### src/rtl/bcd_alu.sv
// Two-digit packed-BCD add/subtract unit with a registered result and decimal carry/borrow.
// Invalid BCD digits on either operand force a zero result regardless of opcode.
module bcd_alu #(
  parameter int NUM_DIGITS = 2,
  localparam int W = 4 * NUM_DIGITS
) (
  input  logic         clk,
  input  logic         nrst,
  input  logic [W-1:0] op1,
  input  logic [W-1:0] op2,
  input  logic [1:0]   opcode,
  output logic [W-1:0] result,
  output logic         MSD_c_out
);

  localparam logic [1:0] OP_PASS = 2'b00;
  localparam logic [1:0] OP_ADD  = 2'b01;
  localparam logic [1:0] OP_SUB  = 2'b10;

  logic         w_valid;
  logic [W-1:0] w_sum;
  logic         w_sum_c;
  logic [W-1:0] w_diff;
  logic         w_diff_b;
  logic [4:0]   w_s;
  logic [4:0]   w_s_adj;
  logic         w_carry;
  logic [5:0]   w_d;
  logic [5:0]   w_d_adj;
  logic         w_borrow;
  logic [W-1:0] w_next_result;
  logic         w_next_c;
  logic [W-1:0] r_result;
  logic         r_c_out;

  always_comb begin
    w_valid = 1'b1;
    for (int i = 0; i < NUM_DIGITS; i++) begin
      if (op1[4*i +: 4] > 4'd9 || op2[4*i +: 4] > 4'd9) w_valid = 1'b0;
    end
  end

  // Ripple decimal add: a digit sum above 9 is corrected by +6 and carries on.
  always_comb begin
    w_sum   = '0;
    w_carry = 1'b0;
    w_s     = '0;
    w_s_adj = '0;
    for (int i = 0; i < NUM_DIGITS; i++) begin
      w_s     = {1'b0, op1[4*i +: 4]} + {1'b0, op2[4*i +: 4]} + {4'b0, w_carry};
      w_s_adj = w_s + 5'd6;
      if (w_s > 5'd9) begin
        w_sum[4*i +: 4] = w_s_adj[3:0];
        w_carry         = 1'b1;
      end else begin
        w_sum[4*i +: 4] = w_s[3:0];
        w_carry         = 1'b0;
      end
    end
    w_sum_c = w_carry;
  end

  // Ripple decimal subtract: a negative digit difference borrows 10 from the next digit.
  always_comb begin
    w_diff   = '0;
    w_borrow = 1'b0;
    w_d      = '0;
    w_d_adj  = '0;
    for (int i = 0; i < NUM_DIGITS; i++) begin
      w_d     = {2'b0, op1[4*i +: 4]} - {2'b0, op2[4*i +: 4]} - {5'b0, w_borrow};
      w_d_adj = w_d + 6'd10;
      if (w_d[5]) begin
        w_diff[4*i +: 4] = w_d_adj[3:0];
        w_borrow         = 1'b1;
      end else begin
        w_diff[4*i +: 4] = w_d[3:0];
        w_borrow         = 1'b0;
      end
    end
    w_diff_b = w_borrow;
  end

  always_comb begin
    w_next_result = '0;
    w_next_c      = 1'b0;
    if (w_valid) begin
      case (opcode)
        OP_PASS: w_next_result = op1;
        OP_ADD: begin
          w_next_result = w_sum;
          w_next_c      = w_sum_c;
        end
        OP_SUB: begin
          w_next_result = w_diff;
          w_next_c      = w_diff_b;
        end
        default: begin
          w_next_result = '0;
          w_next_c      = 1'b0;
        end
      endcase
    end
  end

  // No handshake: the registers capture a new result on every rising edge.
  always_ff @(posedge clk) begin
    if (nrst) begin
      r_result <= '0;
      r_c_out  <= 1'b0;
    end else begin
      r_result <= w_next_result;
      r_c_out  <= w_next_c;
    end
  end

  assign result    = r_result;
  assign MSD_c_out = r_c_out;

endmodule

### config.mk
export PLATFORM = sky130hd
export DESIGN_NAME = bcd_alu
export DESIGN_NICKNAME = d
export VERILOG_FILES = /design/src/rtl/bcd_alu.sv
export SDC_FILE = /design/constraint.sdc
export NUM_CORES = 1
export LEC_CHECK = 0
export CORE_AREA = 4 4 56 58
export CTS_CLUSTER_SIZE = 14
export DETAILED_ROUTE_END_ITERATION = 7
export DIE_AREA = 0 0 60 62
export GPL_TIMING_DRIVEN = 0
export HOLD_SLACK_MARGIN = 0.05
export PLACE_DENSITY = 0.86
export SYNTH_ARGS = -nofsm -noshare
export SYNTH_HDL_FRONTEND = slang
export SYNTH_SLANG_ARGS = --single-unit
### constraint.sdc
create_clock -name clk -period 8.25 [get_ports clk]
set_input_delay 1.2375 -clock clk [delete_from_list [all_inputs] [get_ports clk]]
set_output_delay 1.2375 -clock clk [all_outputs]
set_load 0.1 [all_outputs]
# Word-level counts from Yosys, hierarchy flattened
# Cells that the tools add are included.
# word_totals
output_inout_bits	9
regBits	9
wordCells	37
inputBits	20
# classes
add_sub_neg	10
mux	12
n_eq_ne	2
bitwise_logic	1
magnitude_cmp	6
n_reduce_logical	4
# op_table
cell	count
$pmux W8 S3	1
$gt A4 B4 Y1 const B	4
$mux W4	4
$add A4 B4 Y5	2
$gt A5 B4 Y1 const B	2
$sub A4 B4 Y5	2
$add A4 B3 Y4 const B	2
$add A4 B4 Y4 const B	2
$mux W1	6
$sub A5 B2 Y6	1
$add A5 B1 Y5	1
$eq A2 B1 Y1 const B	1
$eq A2 B2 Y1 const B	1
$logic_not A2 Y1	1
$logic_or A1 B1 Y1	2
$pmux W1 S2	1
$reduce_or A2 Y1	1
$not A1 Y1	1

# Depth between registers and ports, before layout
# logic_depth
depth_word	7
ltp_mapped	17
ltp_nobuf	17

# Least setup slack after synthesis
# No wires, ideal clock.
# synth_path
path_type	input port to flip-flop
from	in op2[1]
to	reg r_c_out, in the netlist MSD_c_out
setup_time_ps	96
path_buffers	0
slack_ps	3740
t_arrival_ps	4414
stages	17
cell_sequence	inv_1 > ha_1 > nor2b_1 > o21a_1 > or3_1 > a21oi_1 > nor2_1 > fa_1 > fa_1 > xnor2_1 > ha_1 > inv_1 > o21ai_0 > o21ai_1 > o21ai_1 > a22oi_1 > nor4b_1
# synth_between
elab_chain_cells	7
# synth_rtl
item	line	source
from (decl)	10	input logic [W-1:0] op2,
$add A4 B4 Y5	50	w_s = {1'b0, op1[4*i +: 4]} + {1'b0, op2[4*i +: 4]} + {4'b0, w_carry};
$gt A5 B4 Y1	52	if (w_s > 5'd9) begin
$mux W1	52	
$add A5 B1 Y5	50	
$gt A5 B4 Y1	52	
$mux W1	52	
$pmux W1 S2	87	case (opcode)
to (signal assigned)	112	r_c_out <= w_next_c;
to (decl)	34	logic r_c_out;
# Several ways; a longest one is shown, not always the timed one.
# A chain may end at the register's enable or synchronous reset.

# Worst setup path after layout
# Same ends and word-level chain as after synthesis.

==> key figures <==
Outcome
  – Outcome: completed

Clock network
  – CTS Hold Buffers Added: 0
  – Library cell used as clock root buffer: clkbuf_4
  – TritonCTS clock tree: yes
  – Number of clock sinks: 9
  – Clock buffers created by TritonCTS: 3
  – Clock slew seen by the registers of the worst setup and hold paths: roughly 0.060 ns
  – Number of gates resized after CTS: 0
  – Post-CTS setup repair buffer count: 0
  – Number of H-tree levels: 1
  – Number of buffers between clock root and the deepest sink: 2

Die
  – Io pins: 29
  – Core Rows: 19
  – Die Span Y: slightly above 60 um
  – Core Footprint: between 2000 and 3000 um^2
  – Area of the die: roughly 3700 um^2
  – Initial standard-cell utilization of the core: a little over half
  – Width of the die: roughly 60 um

STA
  – Final critical-path share of the clock period: ~65%
  – Final critical-path setup slack: 2.894 ns
  – Maximum achievable frequency: between 150 and 200 MHz
  – Hold Violations, Final: 0
  – Tmin final: 5.356 ns
  – Transition time at the pin with the least slew margin: approximately 0.97 ns
  – Final count of pins violating max slew: 0
  – Relative slew margins: approximately a third
  – Final setup violating endpoints: 0
  – Setup total negative slack: 0 ns
  – RSZ-0062 raised after global routing: false

Finish
  – Fraction of layout instances using a drive strength above 1: approximately 7.9%
  – Final net count: ~260
  – Final non-filler cell area: approximately 1800 um^2
  – Area growth, synth to finish: 24.51%
  – Non-filler cells in the finished layout: 234
  – Layout filler cell count: ~240
  – Ant diodes: 0
  – Post-Route Utilization: 65.88%

Synthesis
  – Count of flip-flops with a built-in enable after synthesis: 0
  – Commonest cells in the netlist: ha_1 (26), inv_1 (22), a21oi_1 (10), dfxtp_1 (9), nor2_1 (9)
  – Share of Yosys cell area claimed by the top area cell type: 23.09%
  – Most used flip-flop cell after synthesis: dfxtp_1
  – Leading cell types by total area after synthesis: ha_1 (23%), dfxtp_1 (13%), fa_1 (7.1%)
  – Net Count, Synth: between 200 and 250
  – Post-synthesis async set-or-reset flop share: 0%
  – Synthesized area per cell: 8.239 um^2
  – YS warnings: 0
  – Post-synthesis sequential area ratio: 12.79%
  – Cell Area, Synth: around 1400 um^2
  – Dominant cell type by area after synthesis: ha_1
  – Count of different cell masters after synthesis: 46
  – Register bit total from synthesis: 9
  – Mapped Cells: 171
  – Most repeated cell in the gate-level netlist after synthesis: ha_1

Critical path
  – Required time of the critical path: 8.41 ns
  – Nature of the critical path startpoint: input pin
  – Endpoint class of the critical path: flop
  – Launching instance or port of the critical path: op2[1]
  – Largest fanout of any net on the critical path: 5
  – Crit Path Category: in -> reg
  – WP data arrival: between 5 and 6 ns

GRT
  – Congestion Overflow GR: 0
  – Wire length of the first global-routing pass: roughly 5.4 mm
  – Vias in the first global route: roughly 1,300
  – Maximum number of pins on one net before global-route repair: 11
  – Global-route usage over all layers: roughly a fifth
  – Antenna violations before repair: 0

Pwr
  – Leakage power figure: just under 0.8 nW
  – Largest vdd supply drop: ~100 uV
  – Cell area power density: 117.0 nW/um^2

Min path
  – Worst hold path class: in -> reg
  – Worst-case hold path end point: MSD_c_out
  – Hold path startpoint: nrst
  – Cell depth of the worst min-delay path: 2

Drt
  – Count of antenna-violating nets left after detailed routing: 0
  – Number of remaining DRC errors: 0
  – First-pass iteration count of the detailed router: 4
  – Detail-routed net length per standard cell: 13.53 um
  – Drt initial violations: 46
  – Detailed-route vias per instance: approximately 5.7
  – Number of vias in the routed layout: 1,337
  – Post-Route WL: ~3.2 mm

Placed design
  – Weighted congestion at the end of routability-driven global placement: between 0.8 and 0.9
  – Inst Count DP: 230
  – Half-perimeter wire length after placement: around 2.7 mm
  – Placement Cell Area: roughly 1700 um^2
  – Count of buffers from port buffering: 28
  – Placement-stage worst setup slack: roughly 2.7 ns

Run
  – Number of max-capacitance violations reported: 0
where the power goes:
part / internal (mW) / leakage (nW) / switching [mW]
logic: 0.0557 / 0.706 / 0.0711
registers: 0.0444 / 0.0727 / 0.000213
clock network: 0.0186 / 0.0150 / 0.0151
per-layer routing:
metal	routed length, um	up-vias	global-route usage [%]
met5	0	-	0
met1	1479	605	25.78
met4	35	0	5.696
met2	1426	55	31.33
met3	226	4	0.8264
li1	-	673	-
cells by family (layout without fill, tap and decap cells):
logic type	Yosys count	after routing	share of synthesized area, %
compound gates	43	43	19.81
xor+xnor	9	9	7.549
fa+ha+maj	31	31	30.20
buf+inv	29	61	8.348
flops	9	9	12.79
mux	2	2	1.598
simple gates	48	48	19.72
flip-flops by register name, indices dropped and copies added, names as in the netlist:
| signal | count |
|---|---|
| result | 8 |
| MSD_c_out | 1 |
worst max-delay path: stages:
cell and delay (ns):
clkdlybuf4s50_1 0.56, inv_1 0.11, ha_1 0.33, nor2b_1 0.06
o21a_1 0.18, or3_1 0.39, a21oi_1 0.24, nor2_1 0.08
fa_1 0.43, fa_1 0.43, xnor2_1 0.32, ha_1 0.23
inv_1 0.04, o21ai_0 0.14, o21ai_1 0.15, o21ai_1 0.15
a22oi_1 0.10, nor4b_1 0.32
final cells by class:
| cell class | instances | area, um^2 | area share, % |
|---|---|---|---|
| multi-input combinational | 133 | 1111 | 63.34 |
| timing repair buffer | 28 | 280.3 | 15.98 |
| sequential | 9 | 180.2 | 10.27 |
| inverter | 23 | 86.33 | 4.922 |
| tap | 31 | 38.79 | 2.211 |
| buffer | 6 | 31.28 | 1.783 |
| clock buffer | 4 | 26.28 | 1.498 |
through the flow:
stage                     power, mW  hold WS [ns]
after floorplan              0.1364         1.314
after global placement       0.1646         1.818
after detailed placement     0.1702         1.834
after CTS                    0.2054         1.556
after global routing         0.2230         1.576
final                        0.2052         1.565
layout by cell type (no fill, tap or decap), drive strengths merged, types with 3 or more instances in the layout:
cell,count
fa,5
dfxtp,9
nand3b,3
a21oi,11
nand2,7
or3,3
a22oi,5
buf,5
nand3,4
xnor2,4
a21o,3
clkbuf,5
nor3,5
ha,26
inv,23
o21ai,12
clkdlybuf4s50,28
nor2b,5
xor2,3
nor2,9
worst max path at each step:
| stage | to | slack [ns] | depth (start not counted) |
|---|---|---|---|
| 6_report | MSD_c_out | 2.89 | 18 |
| 5_1_grt | MSD_c_out | 2.54 | 18 |
| 4_1_cts | MSD_c_out | 2.92 | 18 |
| 3_5_place_dp | MSD_c_out | 2.66 | 18 |
| 3_3_place_gp | MSD_c_out | 2.88 | 18 |
| 2_1_floorplan | MSD_c_out | 3.74 | 17 |
(Power assumes the default switching activity.)
